File: config.mk
export PLATFORM = sky130hd
export DESIGN_NAME = frame_read_ctrl
export DESIGN_NICKNAME = d
export VERILOG_FILES = /design/src/rtl/frame_read_ctrl.sv
export SDC_FILE = /design/constraint.sdc
export NUM_CORES = 1
export LEC_CHECK = 0
export CORE_UTILIZATION = 30
export CTS_BUF_LIST = sky130_fd_sc_hd__clkbuf_8
export CTS_CLUSTER_DIAMETER = 50
export DETAILED_ROUTE_END_ITERATION = 8
export PLACE_DENSITY = 0.52
export SLEW_MARGIN = 20
export SYNTH_ARGS = -nofsm -noshare
export SYNTH_HDL_FRONTEND = slang
export SYNTH_SLANG_ARGS = --single-unit
export TNS_END_PERCENT = 10
File: constraint.sdc
create_clock -name clk -period 2.09 [get_ports clk]
set_input_delay 0.627 -clock clk [delete_from_list [all_inputs] [get_ports clk]]
set_output_delay 0.627 -clock clk [all_outputs]
set_load 0.005 [all_outputs]
File: src/rtl/frame_read_ctrl.sv
// frame_read_ctrl: reads complete N-sample frames out of a ping-pong buffer
// and hands them to a downstream window/FFT, then waits for its done pulse.
//
// Ports:
//   clk, reset      rising-edge clock, synchronous active-high reset
//   enable          allows new frame reads to start
//   paquet_ready    pulse: one ping-pong bank has filled
//   fft_ready       downstream can accept a new frame
//   fft_done        pulse: downstream finished the current frame
//   overrun_clr     clears the sticky overrun/timeout flags
//   valid_window    read strobe, one sample per cycle
//   frame_start     first strobe of a frame
//   frame_last      Nth strobe of a frame
//   busy            controller not idle
//   pending [1:0]   filled banks not yet read (0..2)
//   overrun         sticky: a bank was overwritten before being read
//   timeout         sticky: fft_done did not arrive in time
//   frame_count     completed frame reads, wraps at 2^16
module frame_read_ctrl #(
    parameter int N       = 256,
    parameter int TIMEOUT = 4096
) (
    input  logic        clk,
    input  logic        reset,
    input  logic        enable,
    input  logic        paquet_ready,
    input  logic        fft_ready,
    input  logic        fft_done,
    input  logic        overrun_clr,
    output logic        valid_window,
    output logic        frame_start,
    output logic        frame_last,
    output logic        busy,
    output logic [1:0]  pending,
    output logic        overrun,
    output logic        timeout,
    output logic [15:0] frame_count
);

    localparam int CW = (N > 1) ? $clog2(N) : 1;
    localparam int WW = (TIMEOUT > 1) ? $clog2(TIMEOUT) : 1;

    localparam logic [CW-1:0] CNT_LAST  = CW'(N - 1);
    localparam logic [WW-1:0] WAIT_LAST = WW'(TIMEOUT - 1);

    localparam logic [1:0] S_IDLE = 2'd0;
    localparam logic [1:0] S_READ = 2'd1;
    localparam logic [1:0] S_WAIT = 2'd2;

    logic [1:0]    state_q, state_d;
    logic [CW-1:0] cnt_q, cnt_d;
    logic [WW-1:0] wcnt_q, wcnt_d;
    logic [1:0]    pend_q, pend_d;
    logic          ovr_q, ovr_d;
    logic          to_q, to_d;
    logic [15:0]   fc_q, fc_d;
    logic          valid_q, valid_d;
    logic          start_q, start_d;
    logic          last_q, last_d;
    logic          busy_q, busy_d;

    logic          start_rd;
    logic          frame_done;
    logic          to_set;
    logic          ovr_set;

    always_comb begin
        state_d    = state_q;
        cnt_d      = cnt_q;
        wcnt_d     = wcnt_q;
        start_rd   = 1'b0;
        frame_done = 1'b0;
        to_set     = 1'b0;
        case (state_q)
            S_IDLE: begin
                if (enable && fft_ready && (pend_q != 2'd0)) begin
                    start_rd = 1'b1;
                    state_d  = S_READ;
                    cnt_d    = '0;
                end
            end
            // enable/fft_ready are deliberately not looked at here:
            // once started, a frame always runs to completion
            S_READ: begin
                if (cnt_q == CNT_LAST) begin
                    frame_done = 1'b1;
                    state_d    = S_WAIT;
                    wcnt_d     = '0;
                end else begin
                    cnt_d = cnt_q + CW'(1);
                end
            end
            S_WAIT: begin
                if (fft_done) begin
                    state_d = S_IDLE;
                end else if (wcnt_q == WAIT_LAST) begin
                    state_d = S_IDLE;
                    to_set  = 1'b1;
                end else begin
                    wcnt_d = wcnt_q + WW'(1);
                end
            end
            default: begin
                state_d = S_IDLE;
            end
        endcase
    end

    // A fill and a drain in the same cycle cancel out; a fill with both
    // banks already pending saturates and flags the lost bank.
    always_comb begin
        pend_d  = pend_q;
        ovr_set = 1'b0;
        if (paquet_ready && !start_rd) begin
            if (pend_q == 2'd2) begin
                ovr_set = 1'b1;
            end else begin
                pend_d = pend_q + 2'd1;
            end
        end else if (!paquet_ready && start_rd) begin
            pend_d = pend_q - 2'd1;
        end
    end

    // Set has priority over clear on the sticky flags
    always_comb begin
        ovr_d = ovr_q;
        to_d  = to_q;
        if (ovr_set) begin
            ovr_d = 1'b1;
        end else if (overrun_clr) begin
            ovr_d = 1'b0;
        end
        if (to_set) begin
            to_d = 1'b1;
        end else if (overrun_clr) begin
            to_d = 1'b0;
        end
    end

    // Strobes are decoded from next state so they line up with the
    // registered state rather than lagging it by a cycle.
    always_comb begin
        fc_d    = frame_done ? fc_q + 16'd1 : fc_q;
        valid_d = (state_d == S_READ);
        start_d = (state_d == S_READ) && (cnt_d == '0);
        last_d  = (state_d == S_READ) && (cnt_d == CNT_LAST);
        busy_d  = (state_d != S_IDLE);
    end

    always_ff @(posedge clk) begin
        if (reset) begin
            state_q <= S_IDLE;
            cnt_q   <= '0;
            wcnt_q  <= '0;
            pend_q  <= 2'd0;
            ovr_q   <= 1'b0;
            to_q    <= 1'b0;
            fc_q    <= 16'd0;
            valid_q <= 1'b0;
            start_q <= 1'b0;
            last_q  <= 1'b0;
            busy_q  <= 1'b0;
        end else begin
            state_q <= state_d;
            cnt_q   <= cnt_d;
            wcnt_q  <= wcnt_d;
            pend_q  <= pend_d;
            ovr_q   <= ovr_d;
            to_q    <= to_d;
            fc_q    <= fc_d;
            valid_q <= valid_d;
            start_q <= start_d;
            last_q  <= last_d;
            busy_q  <= busy_d;
        end
    end

    assign valid_window = valid_q;
    assign frame_start  = start_q;
    assign frame_last   = last_q;
    assign busy         = busy_q;
    assign pending      = pend_q;
    assign overrun      = ovr_q;
    assign timeout      = to_q;
    assign frame_count  = fc_q;

endmodule

==> summary.txt <==
Synthesis
  • Sequential fraction of the synthesis area: 0.4107
  • Post-synth top area share: 0.4107
  • Cell Area, Synth: 2242 sq um
  • Post-Syn Nets: 274
  • Post-synth EDFFs: 0
  • Ys flop type: dfxtp_1
  • Yosys reg bits: 46
  • Synthesized area per cell: 8.493 sq um
  • Netlist cell types: 47
  • Mapped Cells: 264
  • Syn. warnings: 0
  • Ys async rst share: 0
  • Synth area leader: dfxtp_1
  • Top cells by area, synth: dfxtp_1, nor2_1, xnor2_1

Finish
  • Ant diodes: 0
  • P&R area growth vs syn: 38.34%
  • Footprint of the multi-input gates: 1282 sq um
  • Final std cells w/o fill: 436
  • Share of cells above drive strength 1: 0.2018
  • Final Util: 0.4276
  • Fin nets: 346
  • Sequential standard cell area: 920.9 sq um
  • Filler cells: 749
  • Cell area after layout: 3102 sq um

Global routing
  • Grt ovf: 0
  • Total GRT Usage: 0.1419
  • Antenna violations before repair: 0
  • Number of global-route vias before repair: 1913
  • First-pass GRT wire length: 8.742 mm
  • Largest net degree at the start of global routing: 25

CTS
  • H-tree depth: 2
  • Max Root-Sink Buffers: 2
  • TritonCTS clock tree: yes
  • Clock sink count: 46
  • Worst-skew pair later-pin latency: 300 ps
  • TritonCTS Buffers: 5
  • CTS root buffer: clkbuf_8
  • Clk slew on worst S/H paths: 90 ps

STA
  • RSZ-0062 raised after global routing: no
  • Endpoints failing setup: 0
  • Slew Limit Fails: 0
  • Setup TNS: 0 ps
  • Final clock skew: 6.954 ps
  • Crit path time final: 1956 ps
  • Highest Clock Rate: 0.5111 GHz
  • Rel. slew slack: 0.6657
  • Slew @ Worst Pin: 498.5 ps
  • Final hold violation count: 0
  • Fin crit share: 0.9361
  • Setup ws final: 133.5 ps

Detailed routing
  • Vias: 2072
  • Antenna Violating Nets Remaining: 0
  • Starting DRT DRC Count: 81
  • First-pass iteration count of the detailed router: 4
  • Wirelength, routed: 5.047 mm
  • Routed WL per cell: 11.58 um
  • Number of vias per cell: 4.752
  • DR DRC count: 0

Floorplanning
  • Die X-Extent: 88.45 um
  • Io pins: 31
  • Die height: 88.45 um
  • Row count: 31
  • Core area: 7253 sq um
  • Initial core utilization: 0.3091
  • Die area: 7823 sq um

Placement
  • Dpl hpwl: 3.765 mm
  • Placed Area: 2963 sq um
  • # port buffers: 30
  • Cell count after placement: 428
  • Place WS: -147.8 ps
  • Gpl congestion: 0.8331

Setup path
  • Setup Crit Path Kind: primary input to flop
  • Crit path max fanout: 5
  • Crit path DAT: 2200 ps
  • Startpoint Class: primary input
  • Worst path required time: 2340 ps
  • Crit end category: flop

Pwr
  • PwrDens: 545.1 nW/um^2
  • Max IR drop VDD: 0.2329 mV
  • Leak: 1.146 nW

Run
  • Max cap viols: 0

Outcome
  • Status: finished, final reports clean

Worst hold path
  • Hold Path Class: flop to flop
-- worst max-delay path, cell delays in order --
cell	delay [ps]
clkdlybuf4s50_1	450
o211ai_1	120
or2_2	360
a31oi_1	310
and2_1	170
and4_1	160
-- per-layer routing --
metal	vias to the layer above	part of all wire	track usage
met5	-	0	0
met4	0	0.0034	0.03959
met3	2	0.028	0.03172
met2	31	0.44	0.2196
met1	953	0.53	0.1983
li1	1086	-	-
-- placed cells by master (no fill, tap or decap), types with 2 or more instances in the layout --
master	instances
dfxtp_1	46
nor2_1	45
buf_4	44
clkdlybuf4s50_1	30
nand2_1	20
xnor2_1	16
nand4_1	15
nor3_1	14
a21oi_1	12
nand3_1	11
xor2_1	7
o21ai_0	5
clkbuf_8	5
inv_1	4
and4_1	4
nor4_1	4
and2_1	4
and3_1	3
nand2b_1	3
a21o_1	3
nor3b_1	3
nor2b_1	2
or2_2	2
a31oi_1	2
a211o_1	2
a2111oi_2	2
mux2_2	2
a211oi_1	2
ha_1	2
clkinv_2	2
-- power by group --
| part | leakage [nW] | switching [W] | internal, W |
|---|---|---|---|
| sequential | 0.371 | 0.0000113 | 0.000888 |
| combinational | 0.717 | 0.0000578 | 0.0000659 |
| clock | 0.0579 | 0.000315 | 0.000353 |
-- sequential cells by signal, indices dropped and copies added, names as in the netlist --
name,count
cnt_q,8
state_q,2
frame_count,16
timeout,1
valid_window,1
pending,2
frame_last,1
frame_start,1
busy,1
overrun,1
wcnt_q,12
-- timing repair --
item	in CTS	in global routing
hold endpoints to repair	0	0
gates resized for setup	0	7
setup buffers	0	0
endpoints found under the setup margin	0	7
hold buffers	0	0
-- per-stage QoR --
stage | hold WS (ps) | total power (W)
final | 466.5 | 0.001691
after global routing | 504.8 | 0.001774
after floorplan | 448.3 | 0.0009755
after global placement | 452.0 | 0.001043
after detailed placement | 462.3 | 0.001044
after CTS | 472.9 | 0.001714
-- final timing paths --
check	startpoint	end	slack [ps]	cells after the start
setup reg to reg	cnt_q[0]$_SDFF_PP0_	frame_last$_SDFF_PP0_	160	6
setup / recovery	fft_ready	frame_start$_SDFF_PP0_	130	6
hold reg to reg	overrun$_SDFFE_PP0P_	overrun$_SDFFE_PP0P_	470	2
hold / removal	overrun$_SDFFE_PP0P_	overrun$_SDFFE_PP0P_	470	2
-- area by class of cell --
class	count	area share
clock buffers	5	0.02219
flip-flops and latches	46	0.2969
multi-input cells	204	0.4135
well taps	99	0.03994
repair buffers	75	0.2098
inverters	4	0.004841
clock inverters	3	0.01291
-- cell usage after synthesis, types with 2 or more instances --
master,instances
a211oi_1,2
nand2_1,20
and4_1,4
nor2_1,45
a21o_1,3
nand2b_1,3
o21ai_0,5
a31oi_1,2
inv_1,4
and2_1,4
ha_1,3
dfxtp_1,46
xnor2_1,16
a211o_1,2
a21oi_1,12
nor3b_1,3
nand4_1,15
nor4bb_1,2
mux2_2,2
xor2_1,7
nor2b_1,2
nor3_1,14
buf_6,2
clkbuf_1,6
or2_2,2
nand3_1,11
nor4_1,5
and3_1,3
-- logic make-up after synthesis --
family                   count (synthesis)  share of synthesized area
XOR/XNOR                                23                    0.08984
flip-flops                              46                     0.4107
adder cells (fa/ha/maj)                  3                    0.01674
buffers and inverters                   14                    0.03068
AO/OA/AOI/OAI                           34                     0.1010
AND/OR/NAND/NOR                        140                     0.3315
multiplexers                             4                    0.01953
Note: power is estimated with default switching activity, not from simulation.
